==> src/rtl/vga_timing_gen_pkg.sv <==
// Shared constants and encodings for the display pipeline.
// Latency: n/a (package only).
// Backpressure: n/a.
//
// Holds the nominal 640x480@60 timing values used as defaults by
// vga_timing_gen, the derived line/frame totals, and the game state
// encodings shared by the display blocks (address path, RGB stage).
package vga_timing_gen_pkg;

   // 640x480@60 timing, in pixels (horizontal) and lines (vertical)
   localparam int VGA_H_ACTIVE = 640;
   localparam int VGA_H_FP     = 16;
   localparam int VGA_H_SYNC   = 96;
   localparam int VGA_H_BP     = 48;
   localparam int VGA_V_ACTIVE = 480;
   localparam int VGA_V_FP     = 10;
   localparam int VGA_V_SYNC   = 2;
   localparam int VGA_V_BP     = 33;

   localparam int VGA_H_TOTAL  = VGA_H_ACTIVE + VGA_H_FP + VGA_H_SYNC + VGA_H_BP;  // 800
   localparam int VGA_V_TOTAL  = VGA_V_ACTIVE + VGA_V_FP + VGA_V_SYNC + VGA_V_BP;  // 525

   // Game state encodings seen by the display blocks
   localparam logic [3:0] TITLE     = 4'd0;
   localparam logic [3:0] MENU      = 4'd1;
   localparam logic [3:0] PLAY      = 4'd2;
   localparam logic [3:0] PAUSE     = 4'd3;
   localparam logic [3:0] LEVEL_UP  = 4'd4;
   localparam logic [3:0] DYING     = 4'd5;
   localparam logic [3:0] GAME_OVER = 4'd6;
   localparam logic [3:0] WIN       = 4'd7;
   localparam logic [3:0] SCORES    = 4'd8;
   localparam logic [3:0] HELP      = 4'd9;

   // True when lo <= cnt < hi
   function automatic logic in_window(input logic [9:0] cnt,
                                      input logic [9:0] lo,
                                      input logic [9:0] hi);
      return (cnt >= lo) && (cnt < hi);
   endfunction

endpackage

==> src/rtl/vga_timing_gen_sync_delay_line.sv <==
// N-stage single-bit shift register with enable and configurable reset value.
// Latency: N enabled cycles (N=0 is a plain wire).
// Backpressure: none; shifts whenever en is high.
//
// Ports: clk, rst (sync, active high), en (shift strobe), din, dout.
module sync_delay_line
   import vga_timing_gen_pkg::*;
#(
   parameter int   N       = 2,
   parameter logic RST_VAL = 1'b0
)(
   input  logic clk,
   input  logic rst,
   input  logic en,
   input  logic din,
   output logic dout
);

   generate
      if (N == 0) begin : g_wire
         assign dout = din;
         // clock/reset/enable have no role without storage
         logic unused_ok;
         assign unused_ok = ^{clk, rst, en};
      end else begin : g_sr
         logic [N-1:0] sr;

         always_ff @(posedge clk) begin
            if (rst) begin
               sr <= {N{RST_VAL}};
            end else if (en) begin
               sr[0] <= din;
               for (int i = 1; i < N; i++) begin
                  sr[i] <= sr[i-1];
               end
            end
         end

         assign dout = sr[N-1];
      end
   endgenerate

endmodule

==> src/rtl/vga_timing_gen.sv <==
// VGA raster timing: pixel tick, scan counters, active flag, active-low syncs.
// Latency: decodes are zero-latency from counters; *_d outputs lag SYNC_DELAY pixel ticks.
// Backpressure: none; free-running raster.
//
// Ports:
//   clk, rst          system clock, synchronous active-high reset
//   pclk_en           one-clk pulse per pixel (every CLK_DIV clks)
//   h_cnt, v_cnt      scan position
//   valid/hsync/vsync decodes of h_cnt/v_cnt (syncs active low)
//   *_d               same, delayed to line up with block-ROM pixel data
//   line_start        one clk on each horizontal wrap
//   frame_start       one clk on each frame wrap
//   frame_cnt         frame counter, only when VGA_FRAME_CNT_EN is defined
module vga_timing_gen
   import vga_timing_gen_pkg::*;
#(
   parameter int CLK_DIV    = 4,
   parameter int H_ACTIVE   = VGA_H_ACTIVE,
   parameter int H_FP       = VGA_H_FP,
   parameter int H_SYNC     = VGA_H_SYNC,
   parameter int H_BP       = VGA_H_BP,
   parameter int V_ACTIVE   = VGA_V_ACTIVE,
   parameter int V_FP       = VGA_V_FP,
   parameter int V_SYNC     = VGA_V_SYNC,
   parameter int V_BP       = VGA_V_BP,
   parameter int SYNC_DELAY = 2
)(
   input  logic       clk,
   input  logic       rst,
   output logic       pclk_en,
   output logic [9:0] h_cnt,
   output logic [9:0] v_cnt,
   output logic       valid,
   output logic       hsync,
   output logic       vsync,
   output logic       valid_d,
   output logic       hsync_d,
   output logic       vsync_d,
   output logic       line_start,
   output logic       frame_start
`ifdef VGA_FRAME_CNT_EN
   ,
   output logic [7:0] frame_cnt
`endif
);

   localparam int H_TOTAL = H_ACTIVE + H_FP + H_SYNC + H_BP;
   localparam int V_TOTAL = V_ACTIVE + V_FP + V_SYNC + V_BP;

   localparam logic [3:0] DIV_LAST = 4'(CLK_DIV - 1);
   localparam logic [9:0] H_LAST   = 10'(H_TOTAL - 1);
   localparam logic [9:0] V_LAST   = 10'(V_TOTAL - 1);
   localparam logic [9:0] H_VIS    = 10'(H_ACTIVE);
   localparam logic [9:0] V_VIS    = 10'(V_ACTIVE);
   localparam logic [9:0] HS_BEG   = 10'(H_ACTIVE + H_FP);
   localparam logic [9:0] HS_END   = 10'(H_ACTIVE + H_FP + H_SYNC);
   localparam logic [9:0] VS_BEG   = 10'(V_ACTIVE + V_FP);
   localparam logic [9:0] VS_END   = 10'(V_ACTIVE + V_FP + V_SYNC);

   // Simulation-only guard: totals must fit the 10-bit counters
   always @(posedge clk) begin : param_chk
      assert (H_TOTAL <= 1024 && V_TOTAL <= 1024)
         else $error("vga_timing_gen: H_TOTAL=%0d V_TOTAL=%0d exceed 1024", H_TOTAL, V_TOTAL);
   end

   // ---------------- pixel clock divider ----------------
   logic [3:0] div;

   // pclk_en is the registered decode of the last divider phase, so it is
   // high while div is back at 0; with CLK_DIV=1 it stays high after reset.
   always_ff @(posedge clk) begin
      if (rst) begin
         div     <= '0;
         pclk_en <= 1'b0;
      end else begin
         pclk_en <= (div == DIV_LAST);
         div     <= (div == DIV_LAST) ? 4'd0 : div + 4'd1;
      end
   end

   // ---------------- scan counters ----------------
   logic h_wrap, v_wrap;
   assign h_wrap = (h_cnt == H_LAST);
   assign v_wrap = (v_cnt == V_LAST);

   always_ff @(posedge clk) begin
      if (rst) begin
         h_cnt       <= '0;
         v_cnt       <= '0;
         line_start  <= 1'b0;
         frame_start <= 1'b0;
      end else begin
         // Pulses land in the clk where the wrapped counter value is visible
         line_start  <= pclk_en && h_wrap;
         frame_start <= pclk_en && h_wrap && v_wrap;
         if (pclk_en) begin
            h_cnt <= h_wrap ? 10'd0 : h_cnt + 10'd1;
            if (h_wrap) begin
               v_cnt <= v_wrap ? 10'd0 : v_cnt + 10'd1;
            end
         end
      end
   end

`ifdef VGA_FRAME_CNT_EN
   always_ff @(posedge clk) begin
      if (rst) begin
         frame_cnt <= '0;
      end else if (pclk_en && h_wrap && v_wrap) begin
         frame_cnt <= frame_cnt + 8'd1;
      end
   end
`endif

   // ---------------- decodes ----------------
   assign valid = (h_cnt < H_VIS) && (v_cnt < V_VIS);
   assign hsync = ~in_window(h_cnt, HS_BEG, HS_END);
   assign vsync = ~in_window(v_cnt, VS_BEG, VS_END);

   // ---------------- delayed copies for ROM-aligned pixel data ----------------
   sync_delay_line #(.N(SYNC_DELAY), .RST_VAL(1'b0)) u_valid_dl (
      .clk  (clk),
      .rst  (rst),
      .en   (pclk_en),
      .din  (valid),
      .dout (valid_d)
   );

   sync_delay_line #(.N(SYNC_DELAY), .RST_VAL(1'b1)) u_hsync_dl (
      .clk  (clk),
      .rst  (rst),
      .en   (pclk_en),
      .din  (hsync),
      .dout (hsync_d)
   );

   sync_delay_line #(.N(SYNC_DELAY), .RST_VAL(1'b1)) u_vsync_dl (
      .clk  (clk),
      .rst  (rst),
      .en   (pclk_en),
      .din  (vsync),
      .dout (vsync_d)
   );

endmodule

==> config.mk <==
export PLATFORM = sky130hd
export DESIGN_NAME = vga_timing_gen
export DESIGN_NICKNAME = d
export VERILOG_FILES = /design/src/rtl/vga_timing_gen_pkg.sv /design/src/rtl/vga_timing_gen_sync_delay_line.sv /design/src/rtl/vga_timing_gen.sv
export SDC_FILE = /design/constraint.sdc
export NUM_CORES = 1
export LEC_CHECK = 0
export CORE_MARGIN = 2
export CORE_UTILIZATION = 30
export DETAILED_ROUTE_END_ITERATION = 8
export PLACE_DENSITY_LB_ADDON = 0.15
export SLEW_MARGIN = 20
export SYNTH_ARGS = -nofsm -noshare
export SYNTH_HDL_FRONTEND = slang
export SYNTH_HIERARCHICAL = 1
export SYNTH_SLANG_ARGS = --single-unit
==> constraint.sdc <==
create_clock -name clk -period 2.15 [get_ports clk]
set_clock_uncertainty 0.2 [all_clocks]
set_input_delay 0.43 -clock clk [delete_from_list [all_inputs] [get_ports clk]]
set_output_delay 0.43 -clock clk [all_outputs]
set_load 0.005 [all_outputs]
==> results.yml, run 1 <==
timing:
  finalSetupViolations: 0
  worstMarginPinSlew_ps: 380
  fin_ws_ps: 135
  clock.fmax_mhz: 496
  slew_viol_final: 0
  finalCritPeriodShare_pct: 93.7
  fin_tns_setup_ps: 0
  rsz0062_at_grt: "false"
  hold_viol_final: 0
  period_needed_ps: 2010
  slew-limit-headroom_pct: 74.7
  worst_hold_slack_ps: 257
setup_path:
  crit_buf_inv: 2
  cp-start-kind: "flip-flop"
  worst_path_dominant_cell_family: "buffers and inverters"
  worst_setup_path_end_kind: "primary output"
  critical-path-slowest-cell: "clkdlybuf4s50_1"
  cpPeakStageDelay_ps: 490
  critical_path_required_ps: 1520
  worstPathMaxFanout: 5
  critPathKind: "flip-flop to primary output"
  cp.arrival_ps: 1380
  crit_path_cell_trace: "buf_4 -> clkdlybuf4s50_1"
routing:
  postRouteAntennaNets: 0
  drc: 0
  drt_iter0_drc: 35
  first_pass_iters: 4
  vias: 1328
  wl_per_cell_um: 12.2
  via_per_inst: 4.74
  wl_um: 3420
global_route:
  grt_pass1_wl_um: 5430
  grt_pass1_vias: 1207
  grt_usage_pct: 13.2
  grt_antenna_before_repair: 0
  grt-ovfl-total: 0
  grt_max_degree: 16
clock_tree:
  clk_latency_ps: 280
  cts_tree: "built"
  cts.path.max_buffers: 2
  clock-sinks: 33
  cts_root_buf: "clkbuf_8"
  cts_hold_buf: 0
  htreeDepth: 2
  cts.clk_slew.worst_paths_ps: 60
  cts_buffers: 5
yosys:
  synth.distinct_cells: 36
  synth_top_family_by_area: "simple AND/OR/NAND/NOR gates"
  yosys_register_bits: 33
  syn_inst: 164
  synth_nets: 171
  synthMuxAreaShare_pct: 2.77
  synth.avg_cell_area_sq_um: 9.09
  synth_edf_count: 0
  yosysSeqAreaShare_pct: 44.3
  synth-simple-area-share_pct: 29.1
  yosys_warnings: 6
  synthXorXnorAreaFrac_pct: 5.88
  netlist_area_sq_um: 1490
  synth_flop_cell: "dfxtp_1"
  synth_compound_area_share_pct: 9.82
  async_flop_share_pct: 0
  synth_adder_area_share_pct: 4.20
pwr:
  switchingPower_w: 0.000239
  p_total_w: 0.00114
  p_leak_nw: 0.736
  pwr-share-seq_pct: 55.1
  p_comb_share_pct: 4.1
  p_per_area_nw_per_um2: 544
  power.internal_w: 0.000899
  ir_drop_mv: 0.348
  swShare_pct: 21.0
  pwr-share-clk_pct: 40.8
place:
  hpwl_um: 2560
  pre_cts_slack_ps: 97.1
  portBuffers: 30
  place.gp.congestion: 0.770
floorplanning:
  io_pins: 31
  die_area_sq_um: 5550
  die_w_um: 74.5
  core_area_sq_um: 4750
  die_y_um: 74.5
  rows: 25
  initial_utilization_pct: 31.3
finish:
  nets: 220
  drive_gt1_share_pct: 15.0
  antenna_cells: 0
  area.growth.synth_to_final_pct: 40.4
  post-route-util_pct: 44.0
  n_fill_cell: 485
hold_path:
  min_path_type: "flip-flop to flip-flop"
status:
  status: "finished clean"
job:
  maxCapViolCount: 0
-- path summary, 6_finish.rpt --
path | depth (start not counted) | start | slack, ps | end
max | 2 | h_cnt[5]$_SDFFE_PP0P_ | 140 | h_cnt[5]
min | 1 | div[0]$_SDFF_PP0_ | 260 | div[0]$_SDFF_PP0_
max reg2reg | 5 | h_cnt[0]$_SDFFE_PP0P_ | 180 | v_cnt[8]$_SDFFE_PP0P_
min reg2reg | 1 | div[0]$_SDFF_PP0_ | 260 | div[0]$_SDFF_PP0_
-- what timing repair did --
action                                  in CTS  in global routing
endpoints found under the setup margin       3                  3
gates cloned                                 0                  0
endpoints found under the hold margin        0                  0
pin swaps                                    1                  1
resized for setup                            4                  5
buffers inserted                             0                  0
-- power by group through the flow --
stage,clock [W],sequential (W),combinational (W)
final,0.000464,0.000627,0.0000471
after global routing,0.000504,0.000628,0.0000531
after CTS,0.000478,0.000627,0.0000482
after detailed placement,0,0.000641,0.0000479
after global placement,0,0.000640,0.0000463
after floorplan,0,0.000643,0.0000233
-- stage by stage --
step	instance area (sq um)	cells
6_report	2090	280
5_1_grt	2090	280
4_1_cts	2070	280
3_5_place_dp	1980	273
3_3_place_gp	1980	273
2_1_floorplan	1490	164
-- cells by family (layout without fill, tap and decap cells) --
group                    Yosys count  in the layout
multiplexers                       4              4
buffers and inverters             12             61
AO/OA/AOI/OAI                     24             24
AND/OR/NAND/NOR                   76             76
XOR/XNOR                          10             10
adder cells (fa/ha/maj)            5              5
flip-flops                        33             33
-- cells in the mapped netlist (all sizes together), types with 6 or more instances --
| cell | number | area share [%] |
|---|---|---|
| dfxtp | 33 | 44 |
| nor2 | 16 | 4.0 |
| a21oi | 10 | 3.4 |
| nand2 | 10 | 2.5 |
| nand3 | 10 | 3.4 |
| nor3 | 8 | 2.7 |
| o21ai | 7 | 2.4 |
| nand4 | 6 | 2.9 |
| or3 | 6 | 2.5 |
-- placed cells by master (no fill, tap or decap), drive strengths merged, types with 2 or more instances in the layout --
| cell | count |
|---|---|
| a211o | 4 |
| a21oi | 10 |
| and3 | 2 |
| and4 | 3 |
| buf | 19 |
| clkbuf | 7 |
| clkdlybuf4s50 | 27 |
| dfxtp | 33 |
| ha | 5 |
| inv | 5 |
| mux2i | 3 |
| nand2 | 10 |
| nand3 | 10 |
| nand4 | 6 |
| nor2 | 16 |
| nor2b | 5 |
| nor3 | 8 |
| nor3b | 2 |
| nor4b | 2 |
| o21ai | 7 |
| or3 | 6 |
| xnor2 | 5 |
| xor2 | 5 |
-- routing by layer --
layer / share of wire (%) / up-vias / wire length [um] / global-route usage [%]
li1: - / 675 / - / -
met1: 48 / 616 / 1630 / 16.0
met2: 46 / 30 / 1570 / 20.6
met3: 4.6 / 7 / 156 / 4.61
met4: 1.9 / 0 / 65 / 6.75
met5: 0 / - / 0 / 0
-- registers in the layout, indices dropped and copies added (netlist names) --
name	cells
div	4
frame_start	1
h_cnt	10
line_start	1
pclk_en	1
u_hsync_dl/g_sr.sr	2
u_valid_dl/g_sr.sr	2
u_vsync_dl/g_sr.sr	2
v_cnt	10
-- final cells by class --
cell class	count	area (sq um)	share of cell area (%)
Multi-Input combinational cell	119	797	38.1
Sequential cell	33	662	31.6
Timing Repair Buffer	49	444	21.2
Clock buffer	7	86.3	4.13
Tap cell	67	83.8	4.01
Inverter	5	18.8	0.897
Note: power is estimated with default switching activity, not from simulation.
==> inputs of run 2 (changes only) <==
CORE_UTILIZATION = 50   (was 30)
==> run 2 against run 1 <==
The run now ends with DRC left. Clock power is 14% lower. Die area is 38% lower. Routed wire length is 4.8% lower. Sequential power hardly changed. Flip-flop and latch count stayed put. Clock-buffer cell count stayed put. Total power is 5.5% lower. Via count is 1.4% higher. Sequential share of layout area is 1.7 points higher. Setup slack worse by 59 ps.
==> results.yml, run 2 (same netlist as run 1, synthesis figures left out) <==
status:
  status: "complete, but fails checks"
  violations: "DRC"
routing:
  vias: 1347
  via_per_inst: 5.57
  drt_iter0_drc: 63
  postRouteAntennaNets: 0
  drc: 2
  first_pass_iters: 6
  wl_um: 3250
  wl_per_cell_um: 13.4
setup_path:
  cp.arrival_ps: 1440
  crit_path_cell_trace: "buf_4 -> clkdlybuf4s50_1"
  worstPathMaxFanout: 6
  cp-startpoint: "h_cnt[4]$_SDFFE_PP0P_"
  critical_path_required_ps: 1520
  critical-path-slowest-cell: "clkdlybuf4s50_1"
  worst_path_dominant_cell_family: "buffers and inverters"
  cpPeakStageDelay_ps: 490
  crit_buf_inv: 2
  worst_setup_path_end_kind: "primary output"
  cp-start-kind: "flip-flop"
  r2r-start: "h_cnt[0]$_SDFFE_PP0P_"
  critPathKind: "flip-flop to primary output"
finish:
  multi_input_area_sq_um: 783
  n_fill_cell: 219
  finalNonFillerCells: 242
  nets: 217
  antenna_cells: 0
  regArea_sq_um: 666
  largestRegisters: "h_cnt x10, v_cnt x10, div x4"
  final_common_cell: "dfxtp_1"
  final_cell_mix: "dfxtp_1 (29), clkdlybuf4s50_1 (27), nor2_1 (16), buf_4 (16)"
  area.growth.synth_to_final_pct: 34.1
  drive_gt1_share_pct: 16.6
floorplanning:
  io_pins: 31
  die_y_um: 58.6
  core_area_sq_um: 2810
  initial_utilization_pct: 53.1
  die_w_um: 58.6
  rows: 19
  die_area_sq_um: 3430
global_route:
  grt-ovfl-total: 0
  grt_antenna_before_repair: 0
  grt_pass1_vias: 1162
  grt_usage_pct: 20.5
  grt_pass1_wl_um: 5250
  grt_max_degree: 13
pwr:
  pwr-share-clk_pct: 37.2
  switchingPower_w: 0.000241
  ir_drop_mv: 0.451
  pwr-share-seq_pct: 58.4
  p_leak_nw: 0.706
  p_comb_share_pct: 4.4
  swShare_pct: 22.4
  p_per_area_nw_per_um2: 539
  power.internal_w: 0.000835
place:
  pre_cts_slack_ps: 120
  hpwl_um: 2370
  place.gp.congestion: 0.799
  placedCellCount: 233
  portBuffers: 30
job:
  maxCapViolCount: 0
timing:
  slew_viol_final: 0
  fin_tns_setup_ps: 0
  worstMarginPinSlew_ps: 357
  rsz0062_at_grt: "false"
  finalSetupViolations: 0
  fin_ws_ps: 76.8
  hold_viol_final: 0
  slew-limit-headroom_pct: 76.2
  clock.fmax_mhz: 482
  period_needed_ps: 2070
  finalCritPeriodShare_pct: 96.4
clock_tree:
  cts_tree: "built"
  htreeDepth: 2
  cts_root_buf: "clkbuf_4"
  clock-sinks: 33
  cts.path.max_buffers: 2
  clk_latency_ps: 340
  cts_buffers: 5
  cts.clk_slew.worst_paths_ps: 100
hold_path:
  min_path_type: "flip-flop to flip-flop"
  hp-start: "u_vsync_dl/g_sr.sr[0]$_SDFFE_PP1P_"
## run 2: cell types whose count changed in the layout (fill, tap and decap cells not counted), moves of 3 or more
cell | previous run | this run
buf_4 | 19 | 16
clkbuf_4 | 0 | 5
clkbuf_8 | 6 | 2
dfxtp_1 | 32 | 29
dfxtp_2 | 1 | 4
## run 2: cell type report
class	count	share of cell area, %
repair buffers	46	21.1
well taps	31	1.94
clock inverters	1	0.250
clock buffers	7	3.26
multi-input cells	119	39.2
flip-flops and latches	33	33.3
inverters	5	0.939
## run 2: path summary, 6_finish.rpt
| kind | depth (start not counted) | slack [ps] | endpoint |
|---|---|---|---|
| max | 2 | 80 | h_cnt[4] |
| min | 1 | 260 | u_vsync_dl/g_sr.sr[1]$_SDFFE_PP1P_ |
| max reg2reg | 6 | 190 | v_cnt[6]$_SDFFE_PP0P_ |
| min reg2reg | 1 | 260 | u_vsync_dl/g_sr.sr[1]$_SDFFE_PP1P_ |
## run 2: power by group through the flow
stage	logic, W	registers, W	clock network [W]
2_1_floorplan	0.0000233	0.000643	0
3_3_place_gp	0.0000452	0.000642	0
3_5_place_dp	0.0000476	0.000643	0
4_1_cts	0.0000479	0.000629	0.000413
5_1_grt	0.0000525	0.000630	0.000432
6_report	0.0000471	0.000629	0.000400
## run 2: routing by layer
| metal | vias up | GRT usage [%] | part of all wire (%) | wire length [um] |
|---|---|---|---|---|
| li1 | 669 | - | - | - |
| met3 | 6 | 7.03 | 5.6 | 181 |
| met1 | 634 | 28.3 | 48 | 1560 |
| met4 | 0 | 9.09 | 1.6 | 52 |
| met5 | - | 0 | 0 | 0 |
| met2 | 38 | 29.2 | 45 | 1460 |
## run 2: what timing repair did
action,CTS,global route
pin swaps,1,2
endpoints found under the setup margin,3,2
resized for setup,6,5
hold buffers,0,0
setup buffers,0,1
## run 2: metrics by stage
step | instance area [sq um] | hold slack, ps | util, % | power [W]
floorplan | 1490 | 227 | - | 0.000666
global placement | 1900 | 236 | 67.8 | 0.000687
detailed placement | 1900 | 249 | 67.8 | 0.000690
CTS | 1980 | 272 | 70.5 | 0.00109
global route | 2000 | 285 | 71.2 | 0.00111
finish | 2000 | 265 | 71.2 | 0.00108
